`config.mk`:
```
export PLATFORM = sky130hd
export DESIGN_NAME = param_serial_addsub_flat
export DESIGN_NICKNAME = d
export VERILOG_FILES = /design/src/rtl/param_serial_addsub_if.sv /design/src/rtl/param_serial_addsub.sv /design/src/flat_wrapper.sv
export SDC_FILE = /design/constraint.sdc
export NUM_CORES = 1
export LEC_CHECK = 0
export ABC_CLOCK_PERIOD_IN_PS = 1400
export CAP_MARGIN = 20
export CORE_MARGIN = 2
export CORE_UTILIZATION = 45
export DETAILED_ROUTE_END_ITERATION = 6
export GPL_TIMING_DRIVEN = 0
export PLACE_DENSITY = 0.74
export SKIP_LAST_GASP = 1
export SYNTH_ARGS = -nofsm -noshare
export SYNTH_HDL_FRONTEND = slang
export SYNTH_SLANG_ARGS = --single-unit
```
`constraint.sdc`:
```
create_clock -name clk -period 1.4 [get_ports clk]
set_input_delay 0.28 -clock clk [delete_from_list [all_inputs] [get_ports clk]]
set_output_delay 0.28 -clock clk [all_outputs]
set_load 0.05 [all_outputs]
```
`src/rtl/param_serial_addsub_if.sv`:
```
// param_serial_addsub_if: request/result bundle for the digit-serial adder/subtractor.
//   start, sub, a, b         : request side (master drives)
//   busy, done, result,
//   carry_borrow, overflow   : status/result side (slave drives)
interface param_serial_addsub_if #(parameter int SIZE = 8);
   logic            start;
   logic            sub;
   logic [SIZE-1:0] a;
   logic [SIZE-1:0] b;
   logic            busy;
   logic            done;
   logic [SIZE-1:0] result;
   logic            carry_borrow;
   logic            overflow;
   modport master (output start, sub, a, b, input busy, done, result, carry_borrow, overflow);
   modport slave  (input start, sub, a, b, output busy, done, result, carry_borrow, overflow);
endinterface

```
`src/rtl/param_serial_addsub.sv`:
```
// param_serial_addsub: multi-cycle digit-serial adder/subtractor, DIGIT bits per clock.
//   clk   : rising-edge clock
//   rst_n : asynchronous active-low reset
//   bus   : slave side of param_serial_addsub_if (start/sub/a/b in; busy/done/result/carry_borrow/overflow out)
module param_serial_addsub #(
   parameter int SIZE  = 8,
   parameter int DIGIT = 1
) (
   input logic                  clk,
   input logic                  rst_n,
   param_serial_addsub_if.slave bus
);
   localparam int DG = (DIGIT < 1) ? 1 : DIGIT;
   localparam int N  = SIZE / DG;
   localparam int CW = (N > 1) ? $clog2(N) : 1;
   localparam logic [1:0] IDLE = 2'd0, RUN = 2'd1, DONE = 2'd2;

   generate
      if (SIZE < 2 || DIGIT < 1 || DIGIT > SIZE || (SIZE % DG) != 0) begin : g_bad_params
         $error("param_serial_addsub: SIZE must be >= 2 and DIGIT must divide SIZE");
      end
   endgenerate

   logic [1:0]      state;
   logic [SIZE-1:0] a_sh, b_sh, res_sh, res_nxt, result;
   logic [CW-1:0]   cnt;
   logic            carry, sub_q, a_msb, b_msb, carry_borrow, overflow;
   logic [DIGIT:0]  dsum;

   // one digit of the ripple; the new digit enters the result register from the top
   always_comb begin
      dsum    = {1'b0, a_sh[DIGIT-1:0]} + {1'b0, b_sh[DIGIT-1:0]} + (DIGIT+1)'(carry);
      res_nxt = (res_sh >> DIGIT) | (SIZE'(dsum[DIGIT-1:0]) << (SIZE - DIGIT));
   end

   always_ff @(posedge clk or negedge rst_n) begin
      if (!rst_n) begin
         state        <= IDLE;
         a_sh         <= '0;
         b_sh         <= '0;
         res_sh       <= '0;
         cnt          <= '0;
         carry        <= 1'b0;
         sub_q        <= 1'b0;
         a_msb        <= 1'b0;
         b_msb        <= 1'b0;
         result       <= '0;
         carry_borrow <= 1'b0;
         overflow     <= 1'b0;
      end else if (bus.start && state != RUN) begin
         state <= RUN;
         a_sh  <= bus.a;
         b_sh  <= bus.sub ? ~bus.b : bus.b;
         carry <= bus.sub;
         sub_q <= bus.sub;
         // MSBs kept apart because the shift registers lose them during RUN
         a_msb <= bus.a[SIZE-1];
         b_msb <= bus.sub ^ bus.b[SIZE-1];
         cnt   <= '0;
      end else if (state == RUN) begin
         a_sh   <= a_sh >> DIGIT;
         b_sh   <= b_sh >> DIGIT;
         res_sh <= res_nxt;
         carry  <= dsum[DIGIT];
         cnt    <= cnt + 1'b1;
         if (cnt == CW'(N - 1)) begin
            state        <= DONE;
            result       <= res_nxt;
            carry_borrow <= sub_q ^ dsum[DIGIT];
            overflow     <= (a_msb == b_msb) && (res_nxt[SIZE-1] != a_msb);
         end
      end else begin
         state <= IDLE;
      end
   end

   assign bus.busy         = (state == RUN);
   assign bus.done         = (state == DONE);
   assign bus.result       = result;
   assign bus.carry_borrow = carry_borrow;
   assign bus.overflow     = overflow;
endmodule

```
`src/flat_wrapper.sv`:
```
// flat-port wrapper written by rule: the top's interface ports become plain ports
module param_serial_addsub_flat 
#(
   parameter int SIZE  = 8,
   parameter int DIGIT = 1
)
  (clk, rst_n, bus_start, bus_sub, bus_a, bus_b, bus_busy, bus_done, bus_result, bus_carry_borrow, bus_overflow);
  param_serial_addsub_if #(.SIZE(SIZE)) bus_i ();
  input logic clk;
  input logic rst_n;
  input wire logic [$bits(bus_i.start)-1:0] bus_start;
  input wire logic [$bits(bus_i.sub)-1:0] bus_sub;
  input wire logic [$bits(bus_i.a)-1:0] bus_a;
  input wire logic [$bits(bus_i.b)-1:0] bus_b;
  output wire logic [$bits(bus_i.busy)-1:0] bus_busy;
  output wire logic [$bits(bus_i.done)-1:0] bus_done;
  output wire logic [$bits(bus_i.result)-1:0] bus_result;
  output wire logic [$bits(bus_i.carry_borrow)-1:0] bus_carry_borrow;
  output wire logic [$bits(bus_i.overflow)-1:0] bus_overflow;
  assign bus_i.start = bus_start;
  assign bus_i.sub = bus_sub;
  assign bus_i.a = bus_a;
  assign bus_i.b = bus_b;
  assign bus_busy = bus_i.busy;
  assign bus_done = bus_i.done;
  assign bus_result = bus_i.result;
  assign bus_carry_borrow = bus_i.carry_borrow;
  assign bus_overflow = bus_i.overflow;
  param_serial_addsub #(.SIZE(SIZE), .DIGIT(DIGIT)) u_core (.clk(clk), .rst_n(rst_n), .bus(bus_i));
endmodule
```
## After elaboration in Yosys (flattened, before gate mapping)

Index checks and enable logic that the tools add are counted.

- Latch bits: 0
- Bits in read-only memories: 0
- Word-level logic and storage cells: 44
- Memories kept: 0
- Bits in writable memories: 0
- Output and inout port bits: 12
- Input bits: 20
- Register bits after elaboration: 43

- Div/mod/pow operators: 0
- $lt $le $gt $ge: 0
- $add $sub $neg: 3
- Reduce and logical (&&, ||, !) cells: 5
- Multiply operators: 0
- Bitwise logic cells: 5
- Shift operators: 0
- Multiplexer cells: 12
- Equal/unequal tests: 7

Operators with widths:

| kind | count |
|---|---|
| $mux 8 | 5 |
| $not 8->8 | 1 |
| $or 7x8->8 | 1 |
| $mux 2 | 3 |
| $mux 3 | 2 |
| $add 3x1->3 const B | 1 |
| $eq 3x3->1 const B | 1 |
| $ne 3x1->1 const B | 1 |
| $reduce_and 3->1 | 1 |
| $add 1x1->2 | 1 |
| $add 2x1->2 | 1 |
| $eq 2x1->1 const B | 1 |
| $eq 2x2->1 const B | 1 |
| $logic_and 1x1->1 | 2 |
| $mux 1 | 2 |
| $ne 2x1->1 const B | 1 |
| $reduce_and 2->1 | 1 |
| $reduce_bool 2->1 | 1 |
| $xor 1x1->1 | 2 |
| $eq 1x1->1 | 1 |
| $ne 1x1->1 | 1 |
| $not 1->1 | 1 |

## Depth between registers and ports, before layout

- Word-level depth: 5
- Depth in mapped cells: 6
- Gate-level depth less buffers: 5

## Worst setup path before layout

OpenSTA, ideal clock, no wires.

- Kind: register -> register
- Start point: register u_core.carry
- End point: register u_core.overflow (netlist: u_core.bus.overflow)
- Required time: 1.273 ns
- Library setup time: 0.127 ns
- Stages on the path, launching flop included: 5
- Arrival time: 1.290 ns
- Setup slack: -0.017 ns
- Path buffers: 0
- Clock period less this slack: 1.417 ns
- Cells stage by stage: dfrtp_1 > fa_1 > and3b_1 > a21oi_1 > o21ai_0

- Cells in the longest elaborated chain, start to end: 4

RTL lines:

| element | RTL line | text |
|---|---|---|
| from (decl) | param_serial_addsub.sv:27 | `logic carry, sub_q, a_msb, b_msb, carry_borrow, overflow;` |
| from (signal assigned) | param_serial_addsub.sv:54 | `carry <= bus.sub;` |
| from (signal assigned) | param_serial_addsub.sv:64 | `carry <= dsum[DIGIT];` |
| $add 2x1->2 | param_serial_addsub.sv:32 | `dsum = {1'b0, a_sh[DIGIT-1:0]} + {1'b0, b_sh[DIGIT-1:0]} + (DIGIT+1)'(carry);` |
| named net u_core.dsum[0] | param_serial_addsub.sv:28 | `logic [DIGIT:0] dsum;` |
| $or 7x8->8 | param_serial_addsub.sv:33 | `res_nxt = (res_sh >> DIGIT) \| (SIZE'(dsum[DIGIT-1:0]) << (SIZE - DIGIT));` |
| $ne 1x1->1 | param_serial_addsub.sv:70 | `overflow <= (a_msb == b_msb) && (res_nxt[SIZE-1] != a_msb);` |
| $logic_and 1x1->1 | param_serial_addsub.sv:70 |  |
| to (signal assigned) | param_serial_addsub.sv:70 |  |
| to (decl) | param_serial_addsub.sv:27 |  |

The timed path passes the listed nets, and every way through them passes these cells.
A chain may end at the register's enable or synchronous reset.

## Worst setup path after layout

- Start point: register u_core.carry
- End point: register u_core.result[7] (netlist: u_core.bus.result[7])

- Cells in the longest elaborated chain, start to end: 2

RTL lines:

| element | RTL line | text |
|---|---|---|
| $add 2x1->2 | param_serial_addsub.sv:32 |  |
| named net u_core.dsum[0] | param_serial_addsub.sv:28 |  |
| $or 7x8->8 | param_serial_addsub.sv:33 |  |
| to (signal assigned) | param_serial_addsub.sv:68 | `result <= res_nxt;` |
| to (decl) | param_serial_addsub.sv:25 | `logic [SIZE-1:0] a_sh, b_sh, res_sh, res_nxt, result;` |

The timed path passes the listed nets, and every way through them passes these cells.

==> flow_summary.ini <==
[status]
outcome = finished, violations left
violations = negative setup slack

[final_layout]
layout.nets = 237
num_antenna_cells = 0
area_growth_syn_to_layout_pct = 32.0
finalNonFillerCells = 265
fill_cells = 320
multiInputGateArea_um2 = 821
fin_area_mm2 = 0.00254
drive_above_1_share = 0.279
register_area_mm2 = 0.00105

[grt]
grt-ovfl-total = 0
grtUsageTotal = 0.169
grt_pass1_vias = 1426
antenna_found_initial = 0
grt_max_degree = 43
grt_pass1_wl_um = 6490

[pwr]
vdd_ir_drop_max_mv = 1.02
finalPower_uw = 5710
p_per_area_mw_per_mm2 = 2250
leakagePower_uw = 0.00125

[synthesis]
synth.distinct_cells = 27
synth_top_family_by_area = multiplexers
yosys.area_share.adder = 0.0234
synth_compound_area_frac = 0.0618
synth.area.top_cells = dfrtp_1, mux2i_1, nand2_1
synth_top_area_frac = 0.547
syn_area_per_cell_um2 = 11.4
synth_seq_cells = 42
syn_inst = 168
yosys.area_share.simple = 0.121
synth-warning-count = 0
seq_area_frac_synth = 0.547
yosysTopAreaCell = dfrtp_1
synth.mux.area_fraction = 0.161
synth_xor_area_frac = 0.0410
netlist_area_mm2 = 0.00192
syn_nets = 191

[timing]
fin_ws_ns = -0.0474
fin_crit_ns = 1.45
hold_viol_final = 0
setup_viol = 7
skew_ns = 0.0142
rsz0062_at_grt = yes
slew_headroom = 0.373
drv_slew = 0
fmax_ghz = 0.691
tightest_slew_ns = 0.940
hold_slack_ns = 0.122
period_share = 1.03

[clocking]
cts_tree = built
clk_pin_slew_worst_paths_ns = 0.09
cts_num_sinks = 42
root_buffer = clkbuf_8
h-tree-depth = 2
ctsHoldBuffers = 0
clk_latency_ns = 0.30
cts_buffers = 5
cts.path.max_buffers = 2

[setup_path]
worstSetupPathType = reg -> reg
cp_slowest_cell = fa_1
crit-reg2reg-launch = u_core.carry
end_kind = flop
rr_endpoint = u_core.bus.result[7]
worst-path-max-fanout = 3
crit_start = u_core.carry
critPathLaunchType = flop
crit_chain = fa_1 > buf_4 > mux2_4
cpPeakStageDelay_ns = 0.52
ff2ff_setup_slack_ns = -0.05
reg2regPathDepth = 3
cp_data_arrival_time_ns = 1.64
worstPathRequired_ns = 1.59

[placement]
portBuffers = 29
gp_congestion = 0.763
dp_cells = 247
post-place-ws_ns = -0.609
dp_hpwl_um = 2390
dpl_cell_area_mm2 = 0.00227

[floorplanning]
dieHeight_um = 69.4
core_area_mm2 = 0.00406
initial_core_util = 0.474
rows = 23
io_pins = 32
die_area_mm2 = 0.00481
die_w_um = 69.4

[min_path]
hold_path_class = in -> async

[route]
vias = 1334
ant_nets = 0
drc = 0
wire_per_inst_um = 13.5
routed_wirelength_um = 3580
first_pass_iters = 4
viasPerCell = 5.03
drtIter0Drc = 55

[job]
maxCapViolCount = 0
-- cell families after synthesis --
logic type,Yosys count
AOI/OAI and AO/OA,23
xor gates and xnor gates,9
adders and majority gates,3
buffers and inverters,12
DFF,42
muxes,27
and+or+nand+nor,52
-- worst max-delay path: cells and delay by family, from the launching register on --
family                     cells  cell delay [ns]
buffers and inverters          1             0.17
muxes                          1             0.26
DFF                            1             0.41
adders and majority gates      1             0.52
-- state kept, by name (all words and copies together) (netlist names), 2 cells and up --
register and flops:
u_core.a_sh 8, u_core.b_sh 8, u_core.bus.result 8, u_core.res_sh 7, u_core.state 2, u_core.cnt 3
-- timing repair --
action                     in CTS  in global routing
pin swaps                       1                  2
setup endpoints to repair      18                 13
buffers inserted                6                  3
hold endpoints to repair        0                  0
gates cloned                    1                  0
resized for setup              54                  5
-- power breakdown --
part	switching, uW	total (uW)	internal, uW
clock network	422	773	351
registers	342	2100	1750
logic	1510	2840	1340
total	2270	5710	3440
-- cells in the mapped netlist --
cell type,instances
buf_4,6
and3b_1,1
buf_2,1
mux2_2,4
and2b_1,1
inv_1,1
nor2_1,5
xor2_1,7
ha_1,2
dfrtp_1,42
o21ai_0,17
xnor2_1,2
a31oi_1,1
nand2b_2,1
o21ai_1,2
fa_1,1
a21oi_1,2
nand2b_1,2
nand3b_4,1
nand2_2,1
mux2_4,7
clkbuf_2,1
mux2i_1,16
nand2_1,40
inv_2,1
a211oi_1,1
buf_6,2
-- layout make-up --
class | instances | area share
flip-flops and latches | 42 | 0.415
multi-input cells | 114 | 0.323
repair buffers | 39 | 0.164
plain buffers | 10 | 0.0350
clock buffers | 5 | 0.0271
well taps | 50 | 0.0247
clock inverters | 3 | 0.00740
inverters | 2 | 0.00394
-- placed cells by master (no fill, tap or decap), types with 2 or more instances in the layout --
cell type / n
dfrtp_1: 41
nand2_1: 40
mux2i_1: 16
o21ai_0: 16
clkdlybuf4s50_1: 16
buf_4: 12
mux2_4: 10
clkdlybuf4s15_2: 10
xor2_1: 7
nor2_1: 5
clkbuf_8: 5
buf_8: 3
buf_6: 3
o21ai_1: 3
buf_2: 2
nand2b_1: 2
xnor2_1: 2
clkinv_2: 2
-- through the flow --
step	setup TNS [ns]	utilization
3_3_place_gp	-41.25	0.561
6_report	-0.210	0.625
3_5_place_dp	-1.42	0.560
5_1_grt	-0.668	0.625
4_1_cts	-0.146	0.617
2_1_floorplan	-0.0145	-
-- layer usage --
layer	wire [um]	global-route usage	vias to the layer above
met5	0	0	-
met3	163	0.0378	7
met1	1640	0.213	644
met2	1720	0.286	38
met4	53	0.0588	0
li1	-	-	645
-- worst max path at each step --
stage | end | depth (start not counted)
final | u_core.bus.result[7] | 3
after floorplan | u_core.bus.overflow | 4
after detailed placement | bus_busy | 4
after global routing | u_core.bus.overflow | 4
after CTS | bus_busy | 4
after global placement | u_core.b_sh[4] | 1
(Power assumes the default switching activity.)
